`src/rtl/fwd_scoreboard.sv`:
```
// Operand forwarding and load-use hazard unit. A short shift history of in-flight
// register writes feeds a youngest-first bypass onto each source read port.
module fwd_scoreboard #(
  parameter int XLEN  = 32,
  parameter int AW    = 5,
  parameter int DEPTH = 3,
  parameter int NREAD = 2,
  parameter int CW    = 16
) (
  input  logic                  clk,
  input  logic                  reset,
  input  logic                  stall,
  input  logic                  flush,
  input  logic                  ex_valid,
  input  logic [AW-1:0]         ex_rd,
  input  logic [XLEN-1:0]       ex_data,
  input  logic                  ex_ready,
  input  logic                  fill_valid,
  input  logic [AW-1:0]         fill_rd,
  input  logic [XLEN-1:0]       fill_data,
  input  logic [NREAD*AW-1:0]   rs_addr,
  input  logic [NREAD*XLEN-1:0] rf_data,
  output logic [NREAD*XLEN-1:0] fwd_data,
  output logic [NREAD-1:0]      fwd_hit,
  output logic                  stall_req,
  output logic [CW-1:0]         fwd_count,
  output logic [CW-1:0]         stall_count
);

  localparam int PCW = $clog2(NREAD + 1);

  logic            v_reg    [DEPTH];
  logic [AW-1:0]   rd_reg   [DEPTH];
  logic [XLEN-1:0] data_reg [DEPTH];
  logic            rdy_reg  [DEPTH];

  logic            v_next    [DEPTH];
  logic [AW-1:0]   rd_next   [DEPTH];
  logic [XLEN-1:0] data_next [DEPTH];
  logic            rdy_next  [DEPTH];

  logic            fill_taken;
  logic [NREAD-1:0] pend_vec;

  logic [CW-1:0]   fwd_count_reg, fwd_count_next;
  logic [CW-1:0]   stall_count_reg, stall_count_next;
  logic [PCW-1:0]  hit_cnt;
  logic [CW:0]     fwd_sum;

  // History update: shift (or hold), then fill lands on the post-shift image,
  // then flush clears every valid bit.
  always_comb begin
    fill_taken = 1'b0;
    for (int k = 0; k < DEPTH; k++) begin
      v_next[k]    = v_reg[k];
      rd_next[k]   = rd_reg[k];
      data_next[k] = data_reg[k];
      rdy_next[k]  = rdy_reg[k];
    end
    if (!stall) begin
      for (int k = DEPTH - 1; k >= 1; k--) begin
        v_next[k]    = v_reg[k-1];
        rd_next[k]   = rd_reg[k-1];
        data_next[k] = data_reg[k-1];
        rdy_next[k]  = rdy_reg[k-1];
      end
      v_next[0]    = ex_valid && (ex_rd != '0);
      rd_next[0]   = ex_rd;
      data_next[0] = ex_data;
      rdy_next[0]  = ex_ready;
    end
    if (fill_valid && (fill_rd != '0)) begin
      for (int k = 0; k < DEPTH; k++) begin
        if (!fill_taken && v_next[k] && !rdy_next[k] && (rd_next[k] == fill_rd)) begin
          data_next[k] = fill_data;
          rdy_next[k]  = 1'b1;
          fill_taken   = 1'b1;
        end
      end
    end
    if (flush) begin
      for (int k = 0; k < DEPTH; k++) begin
        v_next[k] = 1'b0;
      end
    end
  end

  always_ff @(posedge clk or posedge reset) begin
    if (reset) begin
      for (int k = 0; k < DEPTH; k++) begin
        v_reg[k]    <= 1'b0;
        rd_reg[k]   <= '0;
        data_reg[k] <= '0;
        rdy_reg[k]  <= 1'b0;
      end
    end else begin
      for (int k = 0; k < DEPTH; k++) begin
        v_reg[k]    <= v_next[k];
        rd_reg[k]   <= rd_next[k];
        data_reg[k] <= data_next[k];
        rdy_reg[k]  <= rdy_next[k];
      end
    end
  end

  // Per-port lookup; scanning oldest to youngest lets the youngest match win,
  // including a not-ready one that masks an older ready value.
  generate
    for (genvar gi = 0; gi < NREAD; gi++) begin : g_port
      logic [AW-1:0]   rs;
      logic [XLEN-1:0] rf;
      logic [XLEN-1:0] sel;
      logic            hit;
      logic            pend;

      assign rs = rs_addr[gi*AW +: AW];
      assign rf = rf_data[gi*XLEN +: XLEN];

      always_comb begin
        sel  = rf;
        hit  = 1'b0;
        pend = 1'b0;
        if (rs != '0) begin
          for (int k = DEPTH - 1; k >= 0; k--) begin
            if (v_reg[k] && (rd_reg[k] == rs)) begin
              if (rdy_reg[k]) begin
                sel  = data_reg[k];
                hit  = 1'b1;
                pend = 1'b0;
              end else begin
                sel  = rf;
                hit  = 1'b0;
                pend = 1'b1;
              end
            end
          end
        end
      end

      assign fwd_data[gi*XLEN +: XLEN] = sel;
      assign fwd_hit[gi]               = hit;
      assign pend_vec[gi]              = pend;
    end
  endgenerate

  assign stall_req = |pend_vec;

  always_comb begin
    hit_cnt = '0;
    for (int i = 0; i < NREAD; i++) begin
      hit_cnt = hit_cnt + PCW'(fwd_hit[i]);
    end
  end

  assign fwd_sum = {1'b0, fwd_count_reg} + (CW+1)'(hit_cnt);

  always_comb begin
    fwd_count_next   = fwd_count_reg;
    stall_count_next = stall_count_reg;
    if (!stall) begin
      fwd_count_next = fwd_sum[CW] ? '1 : fwd_sum[CW-1:0];
    end
    if (stall_req && (stall_count_reg != '1)) begin
      stall_count_next = stall_count_reg + 1'b1;
    end
  end

  always_ff @(posedge clk or posedge reset) begin
    if (reset) begin
      fwd_count_reg   <= '0;
      stall_count_reg <= '0;
    end else begin
      fwd_count_reg   <= fwd_count_next;
      stall_count_reg <= stall_count_next;
    end
  end

  assign fwd_count   = fwd_count_reg;
  assign stall_count = stall_count_reg;

endmodule

```
`config.mk`:
```
export PLATFORM = sky130hd
export DESIGN_NAME = fwd_scoreboard
export DESIGN_NICKNAME = d
export VERILOG_FILES = /design/src/rtl/fwd_scoreboard.sv
export SDC_FILE = /design/constraint.sdc
export NUM_CORES = 1
export LEC_CHECK = 0
export CORE_MARGIN = 8
export CORE_UTILIZATION = 55
export CTS_BUF_LIST = sky130_fd_sc_hd__clkbuf_4
export DETAILED_ROUTE_END_ITERATION = 8
export GPL_TIMING_DRIVEN = 0
export HOLD_SLACK_MARGIN = 0.1
export PLACE_DENSITY_LB_ADDON = 0.08
export RECOVER_POWER = 25
export SYNTH_ARGS = -nofsm -noshare
export SYNTH_HDL_FRONTEND = slang
export SYNTH_SLANG_ARGS = --single-unit
```
`constraint.sdc`:
```
create_clock -name clk -period 10.5 [get_ports clk]
set_clock_uncertainty 0.15 [all_clocks]
set_input_delay 1.575 -clock clk [delete_from_list [all_inputs] [get_ports clk]]
set_output_delay 1.575 -clock clk [all_outputs]
set_load 0.1 [all_outputs]
```
==> flow_summary.html <==
<table>
<tr><th>Metric</th><th>Value</th></tr>
<tr><th colspan="2">Clock network</th></tr>
<tr><td>H-tree depth</td><td>4</td></tr>
<tr><td>Clock Path Buffers</td><td>2</td></tr>
<tr><td>Insertion delay of the later-clocked pin in the worst-skew pair</td><td>roughly 0.58 ns</td></tr>
<tr><td>Clock root buffer</td><td>sky130_fd_sc_hd__clkbuf_4</td></tr>
<tr><td>Post CTS Setup Buffer Count</td><td>0</td></tr>
<tr><td>Clock edge transition at the registers on the reported setup and hold paths</td><td>roughly 0.15 ns</td></tr>
<tr><td>Hold buffer count at CTS</td><td>0</td></tr>
<tr><td>Clock tree from TritonCTS</td><td>done</td></tr>
<tr><td>Post-CTS Resized</td><td>0</td></tr>
<tr><td>Number of buffers created by CTS</td><td>17</td></tr>
<tr><td>Clock net sink count</td><td>about 150</td></tr>
<tr><th colspan="2">Drt</th></tr>
<tr><td>Iteration-0 DRC Markers</td><td>about 860</td></tr>
<tr><td>Vias</td><td>9765</td></tr>
<tr><td>First-pass DRT Iterations</td><td>7</td></tr>
<tr><td>Via-per-instance ratio</td><td>around 6.1</td></tr>
<tr><td>Final WL</td><td>34400 µm</td></tr>
<tr><td>Average wire per standard cell</td><td>~22 µm</td></tr>
<tr><td>Number of DRC violations after detailed routing</td><td>0</td></tr>
<tr><td>Number of antenna-violating nets in the routed design</td><td>0</td></tr>
<tr><th colspan="2">Place</th></tr>
<tr><td>HPWL Detailed</td><td>24600 µm</td></tr>
<tr><td>Final Wtd Congestion</td><td>0.911</td></tr>
<tr><td>Placed cells</td><td>1564</td></tr>
<tr><td>Buffers on Ports</td><td>between 200 and 300</td></tr>
<tr><td>Pre-CTS WS</td><td>roughly 3 ns</td></tr>
<tr><td>Cell area reported after detailed placement</td><td>~0.012 mm²</td></tr>
<tr><th colspan="2">Critical path</th></tr>
<tr><td>Signal arrival time at the worst endpoint</td><td>a little under 6 ns</td></tr>
<tr><td>Critical-path top delay cell</td><td>sky130_fd_sc_hd__clkdlybuf4s50_1</td></tr>
<tr><td>Start-to-end type of the worst setup path</td><td>in2out</td></tr>
<tr><td>Start of the worst register-to-register path</td><td>rd_reg[14]</td></tr>
<tr><td>Register-to-Register Path Depth</td><td>15</td></tr>
<tr><td>Critical R2R Capture</td><td>fwd_count[12]</td></tr>
<tr><td>Maximum single-stage delay on the critical path</td><td>approximately 1.2 ns</td></tr>
<tr><td>Endpoint required time on the critical path</td><td>around 8.8 ns</td></tr>
<tr><td>Worst setup slack for register-to-register paths</td><td>6.05 ns</td></tr>
<tr><td>Element type at the critical path start</td><td>input pin</td></tr>
<tr><td>Worst setup EP type</td><td>output port</td></tr>
<tr><td>Critical path cell sequence</td><td>clkdlybuf4s50_1, xnor2_1, nand4_1, nor3_2, or2_2, clkbuf_1, a21oi_1, clkbuf_1, a211oi_1, clkdlybuf4s50_1</td></tr>
<tr><td>Top fanout value on the critical path</td><td>10</td></tr>
<tr><th colspan="2">Synthesis</th></tr>
<tr><td>Count leader, synth</td><td>sky130_fd_sc_hd__nand2_1</td></tr>
<tr><td>Unique cell type count in the Yosys netlist</td><td>52</td></tr>
<tr><td>Ys Warns</td><td>0</td></tr>
<tr><td>Register bit count reported by yosys</td><td>149</td></tr>
<tr><td>Cell types with the largest area share after synthesis</td><td>sky130_fd_sc_hd__dfrtp_1 39%, sky130_fd_sc_hd__mux2_2 9.0%, sky130_fd_sc_hd__nand2_1 8.1%</td></tr>
<tr><td>Synth async-reset ratio</td><td>1.00</td></tr>
<tr><td>Cell type with the largest total area after synthesis</td><td>sky130_fd_sc_hd__dfrtp_1</td></tr>
<tr><td>Proportion of synthesized chip area in sequential cells</td><td>0.390</td></tr>
<tr><td>Number of enable flip-flop cells after synthesis</td><td>0</td></tr>
<tr><td>Most common flop cell mapped by yosys</td><td>sky130_fd_sc_hd__dfrtp_1</td></tr>
<tr><td>Net count after synthesis</td><td>around 1200</td></tr>
<tr><td>Area share of the leading cell type in the synthesized netlist</td><td>0.390</td></tr>
<tr><td>Total standard cell area after synthesis</td><td>between 0.009 and 0.01 mm²</td></tr>
<tr><td>Synthesized instance count</td><td>1085</td></tr>
<tr><td>List of most frequent post-synthesis cells</td><td>207 x sky130_fd_sc_hd__nand2_1, 149 x sky130_fd_sc_hd__dfrtp_1, 135 x sky130_fd_sc_hd__o21ai_0</td></tr>
<tr><td>Synth Area per Inst</td><td>~9 µm²</td></tr>
<tr><th colspan="2">Floorplan</th></tr>
<tr><td>Chip width</td><td>between 100 and 150 µm</td></tr>
<tr><td>Placeable core region</td><td>~0.017 mm²</td></tr>
<tr><td>Die Area</td><td>between 0.02 and 0.025 mm²</td></tr>
<tr><td>Starting utilization of the core area</td><td>0.558</td></tr>
<tr><td>Y dimension of the die</td><td>approximately 150 µm</td></tr>
<tr><td>Boundary pin count</td><td>approximately 250</td></tr>
<tr><td>Row count</td><td>48</td></tr>
<tr><th colspan="2">Final layout</th></tr>
<tr><td>Post-layout instance count excluding filler cells</td><td>1597</td></tr>
<tr><td>Final-stage net count</td><td>~1500</td></tr>
<tr><td>Final core area utilization</td><td>0.739</td></tr>
<tr><td>Final instance area</td><td>between 0.01 and 0.015 mm²</td></tr>
<tr><td>Area growth from synthesis to final layout</td><td>32.3%</td></tr>
<tr><td>Share of layout cells above drive strength 1</td><td>0.0905</td></tr>
<tr><td>Largest register FFs</td><td>96</td></tr>
<tr><th colspan="2">Timing</th></tr>
<tr><td>Highest clock frequency the design can meet</td><td>0.133 GHz</td></tr>
<tr><td>Relative slew slack</td><td>-1.46</td></tr>
<tr><td>Post-layout minimum cycle time</td><td>~7.5 ns</td></tr>
<tr><td>Tcrit/Tclk final</td><td>0.717</td></tr>
<tr><td>Hold Worst Slack</td><td>0.367 ns</td></tr>
<tr><td>Setup Total Neg Slack</td><td>0 ns</td></tr>
<tr><td>Fin. Hold Viols</td><td>0</td></tr>
<tr><td>Setup repair after global routing missed its margin</td><td>false</td></tr>
<tr><td>Post-route worst setup slack</td><td>2.97 ns</td></tr>
<tr><td>Transition at the pin with the smallest max-transition slack</td><td>3.70 ns</td></tr>
<tr><td>Final setup violating endpoints</td><td>0</td></tr>
<tr><td>Fin. max-slew vios</td><td>152</td></tr>
<tr><th colspan="2">Global routing</th></tr>
<tr><td>Vias in the first global route</td><td>9867</td></tr>
<tr><td>Global route overflow</td><td>0</td></tr>
<tr><td>First-pass GRT wire length</td><td>between 50000 and 60000 µm</td></tr>
<tr><td>Largest net degree at the start of global routing</td><td>83</td></tr>
<tr><td>GR Util All Layers</td><td>0.308</td></tr>
<tr><td>Antenna violations before repair</td><td>2</td></tr>
<tr><th colspan="2">Hold path</th></tr>
<tr><td>Beginning of the worst hold path</td><td>stall_count[7]</td></tr>
<tr><td>Worst hold path class</td><td>reg2reg</td></tr>
<tr><td>Worst hold path stage count</td><td>1</td></tr>
<tr><td>Worst-case hold path end point</td><td>stall_count[7]</td></tr>
<tr><th colspan="2">Power</th></tr>
<tr><td>Post-route total power</td><td>1.61 mW</td></tr>
<tr><td>Static leakage power</td><td>roughly 5.2 nW</td></tr>
<tr><td>Pwr/cell area</td><td>approximately 130 mW/mm²</td></tr>
<tr><td>Worst IR Drop VDD</td><td>around 0.15 mV</td></tr>
<tr><th colspan="2">Status</th></tr>
<tr><td>Failing checks</td><td>capacitance limit, slew limit</td></tr>
<tr><td>Outcome</td><td>finished, violations left</td></tr>
<tr><th colspan="2">Flow run</th></tr>
<tr><td>Number of max-capacitance violations reported</td><td>2</td></tr>
</table>
==> worst max-delay path: cells and delay by family <==
kind	cells	cell delay [ns]
buf+inv	4	2.59
simple gates	3	0.78
compound gates	2	0.70
xor+xnor	1	0.16
==> worst max path at each step <==
stage	startpoint	end	slack, ns	cells after the start
after floorplan	rs_addr[2]	fwd_data[10]	3.61	10
after global placement	reset	data_reg[91]	2.63	2
after detailed placement	rs_addr[4]	fwd_data[21]	3.09	10
after CTS	rs_addr[4]	fwd_data[21]	3.08	10
after global routing	reset	data_reg[23]	2.14	3
final	rs_addr[4]	fwd_data[5]	2.97	10
==> cells in the final DEF (no fill, tap or decap), types with 23 or more instances in the layout <==
cell type / synthesis / final
sky130_fd_sc_hd__clkbuf_1: 45 / 48
sky130_fd_sc_hd__a22oi_1: 23 / 23
sky130_fd_sc_hd__o21ai_0: 135 / 135
sky130_fd_sc_hd__nor2_1: 44 / 44
sky130_fd_sc_hd__clkdlybuf4s50_1: 0 / 252
sky130_fd_sc_hd__a21oi_1: 44 / 44
sky130_fd_sc_hd__xor2_1: 30 / 30
sky130_fd_sc_hd__mux2i_1: 70 / 70
sky130_fd_sc_hd__o22ai_1: 42 / 42
sky130_fd_sc_hd__mux2_2: 76 / 63
sky130_fd_sc_hd__dfrtp_1: 149 / 149
sky130_fd_sc_hd__nand2_1: 207 / 207
sky130_fd_sc_hd__a211oi_1: 24 / 24
sky130_fd_sc_hd__xnor2_1: 32 / 32
==> metal layers <==
layer  vias up  track usage  routed length (µm)
met5         -            0                   0
met4         0        0.136                1410
met2       567        0.487               15600
met3       102       0.0984                4000
met1      4648        0.378               13400
li1       4448            -                   -
==> power breakdown <==
part | internal [mW] | switching, mW | leakage, nW
combinational | 0.200 | 0.310 | 3.25
sequential | 0.651 | 0.0794 | 1.81
clock | 0.143 | 0.231 | 0.153
total | 0.993 | 0.620 | 5.21
==> final cells by class <==
cell class	count	area (µm²)
Clock buffer	17	128
Clock inverter	14	153
Antenna cell	2	5.00
Multi-Input combinational cell	848	5420
Buffer	70	327
Tap cell	225	282
Timing Repair Buffer	254	2540
Sequential cell	149	3730
Inverter	18	68.8
Fill cell	1368	4470
==> cells by family after synthesis <==
family,Yosys count,share of synthesized area
DFF,149,0.390
muxes,150,0.168
xor gates and xnor gates,62,0.0568
and+or+nand+nor,330,0.151
adders and majority gates,3,0.00471
AOI/OAI and AO/OA,303,0.186
buffers and inverters,88,0.0428
Note: power is estimated with default switching activity, not from simulation.
